[src/rtl/fetch_stage_pkg.sv]
// Shared fetch-stage types and constants: FSM encoding, NOP filler, PC step.
// Pure declarations; no latency and no flow control.
package fetch_stage_pkg;

  typedef enum logic {
    RUN  = 1'b0,
    PEND = 1'b1
  } fetch_state_e;

  localparam logic [31:0] NOP_INSTR = 32'h0000_0013;
  localparam int unsigned PC_INC    = 4;

  function automatic logic is_misaligned(input logic [1:0] lo_bits);
    return lo_bits != 2'b00;
  endfunction

endpackage

[src/rtl/fetch_pc_reg.sv]
// Program counter: reset > applied redirect (word-aligned) > stall hold > +4.
// One-cycle update; stall holds the value, redirect ignores stall.
module fetch_pc_reg
  import fetch_stage_pkg::*;
#(
  parameter int PC_W = 9
) (
  input  logic            clk,
  input  logic            rst,
  input  logic            stall,
  input  logic            redir_vld,
  input  logic [PC_W-1:0] redir_pc,
  output logic [PC_W-1:0] pc
);

  logic [PC_W-1:0] pc_d;
  logic [PC_W-1:0] pc_q;

  always_comb begin
    pc_d = pc_q;
    if (redir_vld) begin
      pc_d = {redir_pc[PC_W-1:2], 2'b00};
    end else if (!stall) begin
      pc_d = pc_q + PC_W'(PC_INC);
    end
  end

  always_ff @(posedge clk or posedge rst) begin
    if (rst) begin
      pc_q <= '0;
    end else begin
      pc_q <= pc_d;
    end
  end

  assign pc = pc_q;

endmodule

[src/rtl/fetch_stage.sv]
// Fetch stage: PC, IF/ID register, redirect FSM (redirects during stall are parked in PEND).
// Redirect reaches PC one cycle after it is applied; Stall holds PC and IF/ID.
module fetch_stage
  import fetch_stage_pkg::*;
#(
  parameter int PC_W = 9
) (
  input  logic            clk,
  input  logic            reset,
  input  logic            Stall,
  input  logic            PcSel,
  input  logic [31:0]     BrPC,
  input  logic [31:0]     Instr_rd,
  output logic [PC_W-1:0] Pc_out,
  output logic [PC_W-1:0] IfId_PC,
  output logic [31:0]     IfId_Instr,
  output logic            IfId_Valid,
  output logic            Misalign_Err,
  output logic [31:0]     Fetch_Count
);

  fetch_state_e    state_d, state_q;
  logic [PC_W-1:0] pend_pc_d, pend_pc_q;
  logic [PC_W-1:0] ifid_pc_d, ifid_pc_q;
  logic [31:0]     ifid_instr_d, ifid_instr_q;
  logic            ifid_vld_d, ifid_vld_q;
  logic            misalign_d, misalign_q;
  logic [31:0]     fetch_cnt_d, fetch_cnt_q;

  logic            redir_vld;
  logic [PC_W-1:0] redir_pc;
  logic [PC_W-1:0] br_pc;
  logic [PC_W-1:0] pc;

  // Upper target bits fall outside the instruction memory and are dropped.
  assign br_pc = BrPC[PC_W-1:0];
  logic unused_br_hi;
  assign unused_br_hi = ^BrPC[31:PC_W];

  fetch_pc_reg #(
    .PC_W (PC_W)
  ) u_pc_reg (
    .clk       (clk),
    .rst       (reset),
    .stall     (Stall),
    .redir_vld (redir_vld),
    .redir_pc  (redir_pc),
    .pc        (pc)
  );

  always_comb begin
    state_d      = state_q;
    pend_pc_d    = pend_pc_q;
    ifid_pc_d    = ifid_pc_q;
    ifid_instr_d = ifid_instr_q;
    ifid_vld_d   = ifid_vld_q;
    misalign_d   = misalign_q;
    fetch_cnt_d  = fetch_cnt_q;
    redir_vld    = 1'b0;
    redir_pc     = br_pc;

    case (state_q)
      RUN: begin
        if (Stall) begin
          if (PcSel) begin
            pend_pc_d = br_pc;
            state_d   = PEND;
          end
        end else if (PcSel) begin
          redir_vld = 1'b1;
        end else begin
          ifid_pc_d    = pc;
          ifid_instr_d = Instr_rd;
          ifid_vld_d   = 1'b1;
          fetch_cnt_d  = fetch_cnt_q + 32'd1;
        end
      end
      PEND: begin
        if (Stall) begin
          if (PcSel) begin
            pend_pc_d = br_pc;
          end
        end else begin
          // A live redirect is younger than the parked one, so it wins.
          redir_vld = 1'b1;
          redir_pc  = PcSel ? br_pc : pend_pc_q;
          pend_pc_d = '0;
          state_d   = RUN;
        end
      end
      default: begin
        state_d   = RUN;
        pend_pc_d = '0;
      end
    endcase

    // The instruction at the old PC is wrong-path: replace it with a bubble.
    if (redir_vld) begin
      ifid_pc_d    = pc;
      ifid_instr_d = NOP_INSTR;
      ifid_vld_d   = 1'b0;
      if (is_misaligned(redir_pc[1:0])) begin
        misalign_d = 1'b1;
      end
    end
  end

  always_ff @(posedge clk or posedge reset) begin
    if (reset) begin
      state_q      <= RUN;
      pend_pc_q    <= '0;
      ifid_pc_q    <= '0;
      ifid_instr_q <= NOP_INSTR;
      ifid_vld_q   <= 1'b0;
      misalign_q   <= 1'b0;
      fetch_cnt_q  <= '0;
    end else begin
      state_q      <= state_d;
      pend_pc_q    <= pend_pc_d;
      ifid_pc_q    <= ifid_pc_d;
      ifid_instr_q <= ifid_instr_d;
      ifid_vld_q   <= ifid_vld_d;
      misalign_q   <= misalign_d;
      fetch_cnt_q  <= fetch_cnt_d;
    end
  end

  assign Pc_out       = pc;
  assign IfId_PC      = ifid_pc_q;
  assign IfId_Instr   = ifid_instr_q;
  assign IfId_Valid   = ifid_vld_q;
  assign Misalign_Err = misalign_q;
  assign Fetch_Count  = fetch_cnt_q;

endmodule
[config.mk]
export PLATFORM = sky130hd
export DESIGN_NAME = fetch_stage
export DESIGN_NICKNAME = d
export VERILOG_FILES = /design/src/rtl/fetch_stage_pkg.sv /design/src/rtl/fetch_pc_reg.sv /design/src/rtl/fetch_stage.sv
export SDC_FILE = /design/constraint.sdc
export NUM_CORES = 1
export LEC_CHECK = 0
export BUFFER_PORTS_ARGS = -buffer_cell sky130_fd_sc_hd__buf_4
export CORE_ASPECT_RATIO = 0.9
export CORE_UTILIZATION = 54
export CTS_BUF_LIST = sky130_fd_sc_hd__clkbuf_8
export CTS_CLUSTER_DIAMETER = 30
export DETAILED_ROUTE_END_ITERATION = 10
export GPL_TIMING_DRIVEN = 0
export PLACE_DENSITY_LB_ADDON = 0.15
export SLEW_MARGIN = 25
export SYNTH_ARGS = -nofsm -noshare
export SYNTH_HDL_FRONTEND = slang
export SYNTH_SLANG_ARGS = --single-unit
[constraint.sdc]
create_clock -name clk -period 5.2 [get_ports clk]
set_input_delay 0 -clock clk [delete_from_list [all_inputs] [get_ports clk]]
set_output_delay 0 -clock clk [all_outputs]
set_load 0.02 [all_outputs]
==> impl_metrics.ini <==
[logic_synthesis]
yosys.area.top_type = dfrtp_1
synth_top_family_by_area = compound AO/OA/AOI/OAI gates
yosys.area_share.xor_xnor = 0.0750
syn_inst = 318
ys_types = 43
synth.area.top_cells = dfrtp_1 (57%), xnor2_1 (6.8%), a22o_1 (6.6%)
yosys_warnings = 0
synthAdderAreaFrac = 0.00650
synth_top_area_frac = 0.565
netlist_area_um2 = 3850
yosys.area_share.simple = 0.125
synth_compound_area_frac = 0.138
syn_avg_cell_area_um2 = 12.1
yosys-mux-area-fraction = 0.0198
ys_seq_area_frac = 0.586
ys_ff_latch = 90

[timing]
setup_viol = 0
slew_headroom = 0.309
fmax_mhz = 485
timing.setup.tns_ps = 0
tightest_slew_ps = 1030
hold_viol = 0
period_share = 0.396
skew_ps = 10.4
slew_viol_final = 0
period_needed_ps = 2060
rsz0062_at_grt = false

[place]
port-buffer-count = 122
place_congestion = 0.794
placed_cell_area_um2 = 4920
dp_hpwl_um = 6230

[power_and_ir_drop]
netSwitchingFraction = 0.291
leakage_nw = 2.76
p_sw_w = 0.000492
power_density_nw_per_um2 = 305
irDropWorstVdd_v = 0.000161
finalPower_w = 0.00169
seqPwrFrac = 0.491
p_comb_frac = 0.220
pwr-share-clk = 0.289
cellInternalPower_w = 0.00120

[clock_network]
clk_path_buf_depth = 2
cts-root-buf = clkbuf_8
postCtsSetupBuffers = 0
clk_transition_reported_paths_ps = 90
cts_sinks = 90
cts_max_level = 3
cts_inserted_buffers = 9
insertion_delay_ps = 340
cts_tree = yes

[critical_path]
cp_data_required_time_ps = 5470
path_cells = buf_2, nor3_1, clkbuf_1, a22o_1
crit_fanout = 10
crit_type = reg2reg
crit_path_end_kind = flip-flop
cp_slowest_stage_delay_ps = 800
crit_slowest_cell = nor3_1
worstPathArrival_ps = 2330
startpoint_type = flip-flop

[die]
core_um2 = 6730
row_count = 28
die_h_um = 82.1
die-area_um2 = 7470
die_w_um = 91.0
pin_count = 152
initial_utilization = 0.573

[finish]
finalInstanceArea_um2 = 5540
layout-drive-gt1-share = 0.328
area_growth_pct = 43.8
final_common_cell = buf_4
final_core_util = 0.823
final_nets = 566
final_cell_mix = buf_4 (127), dfrtp_1 (87), dlygate4sd3_1 (41)
antennaDiodeCount = 0

[global_route]
grt_overflow = 0
antenna_found_initial = 0
grt_pass1_wl_um = 16100
grt_max_degree = 78
track_usage = 0.283
grt_pass1_vias = 3246

[drt]
totalWireLength_um = 10200
wl_per_cell_um = 17.3
ant_nets = 0
vias = 3264
drt-pass1-iter-count = 4
vias_per_cell = 5.53
drt_iter0_drc = 146
drc = 0

[flow_run]
cap_viol_max_count = 0

[run_status]
outcome = completed

[hold_path]
hp-class = in2reg
path summary, 6_finish.rpt:
path	start	to	slack (ps)	cells past startpoint
worst max register to register	state_q	IfId_Instr[9]	3140	4
worst min-delay path	BrPC[8]	pend_pc_q[8]	30	5
max in group asynchronous	reset	IfId_Instr[4]	4460	4
min in group asynchronous	reset	IfId_Instr[31]	120	3
worst min register to register	IfId_Instr[0]	IfId_Instr[0]	460	2
worst max-delay path	state_q	IfId_Instr[9]	3140	4
kinds of logic after synthesis:
logic type	Yosys count
xor+xnor	33
mux	7
other cells	1
fa+ha+maj	2
compound gates	68
simple gates	82
flops	90
buf+inv	35
state kept, by name, indices dropped and copies added, names as in the netlist:
name	flops
pend_pc_q	9
IfId_Valid	1
u_pc_reg.pc	7
Misalign_Err	1
IfId_Instr	32
state_q	1
Fetch_Count	32
IfId_PC	7
final cells by class:
type	count	area, µm²
buffer	26	153
clock buffer	12	165
clock inverter	3	38.8
fill	403	1190
inverter	9	38.8
multi-input combinational	196	1420
sequential	90	2260
tap	90	113
timing repair buffer	164	1350
through the flow:
step | hold WS, ps | worst slack (ps) | instances
detailed placement | -76.9 | 3230 | 534
global route | 24.8 | 3010 | 590
CTS | 11.7 | 3210 | 590
global placement | 217 | 1920 | 533
floorplan | 130 | 2870 | 321
finish | 26.5 | 3140 | 590
worst max-delay path: cells and delay by family (launching register included):
family | cells | cell delay, ps
buffers and inverters | 2 | 620
DFF | 1 | 360
AOI/OAI and AO/OA | 1 | 210
and+or+nand+nor | 1 | 800
Yosys cell counts, drive strengths merged:
cell / n
xnor2: 30
mux2: 5
nand4: 16
a22oi: 4
and2: 4
a221o: 1
nor2: 10
or3: 1
o21ai: 6
a22o: 29
ha: 2
nand2b: 1
mux2i: 2
conb: 1
a21oi: 10
clkbuf: 12
o21bai: 1
o31ai: 1
and4: 4
o221ai: 2
nor2b: 1
nand3: 16
dfstp: 3
inv: 9
a211oi: 1
dfrtp: 87
and3: 9
nor3: 1
o22ai: 2
buf: 14
o32a: 1
o21a: 1
nor3b: 1
nand2: 17
xor2: 3
a32o: 8
nor4b: 1
a21o: 1
layer usage:
metal / part of all wire / vias to the layer above / wire (µm) / global-route usage
met5: 0 / - / 0 / 0
met4: 0.011 / 0 / 116 / 0.117
met3: 0.065 / 13 / 665 / 0.0623
met2: 0.49 / 138 / 4970 / 0.465
met1: 0.44 / 1618 / 4430 / 0.373
li1: - / 1495 / - / -
power groups by stage:
stage / Clock (W) / Combinational [W] / Sequential, W
floorplan: 0 / 0.000118 / 0.000902
global placement: 0 / 0.000332 / 0.000839
detailed placement: 0 / 0.000343 / 0.000840
CTS: 0.000492 / 0.000368 / 0.000828
global route: 0.000527 / 0.000396 / 0.000840
finish: 0.000489 / 0.000372 / 0.000831
repair_timing:
item	4_1_cts	5_1_grt
gates resized for setup	0	0
hold buffers	41	0
setup endpoints to repair	0	0
endpoints found under the hold margin	129	0
Note: power is estimated with default switching activity, not from simulation.
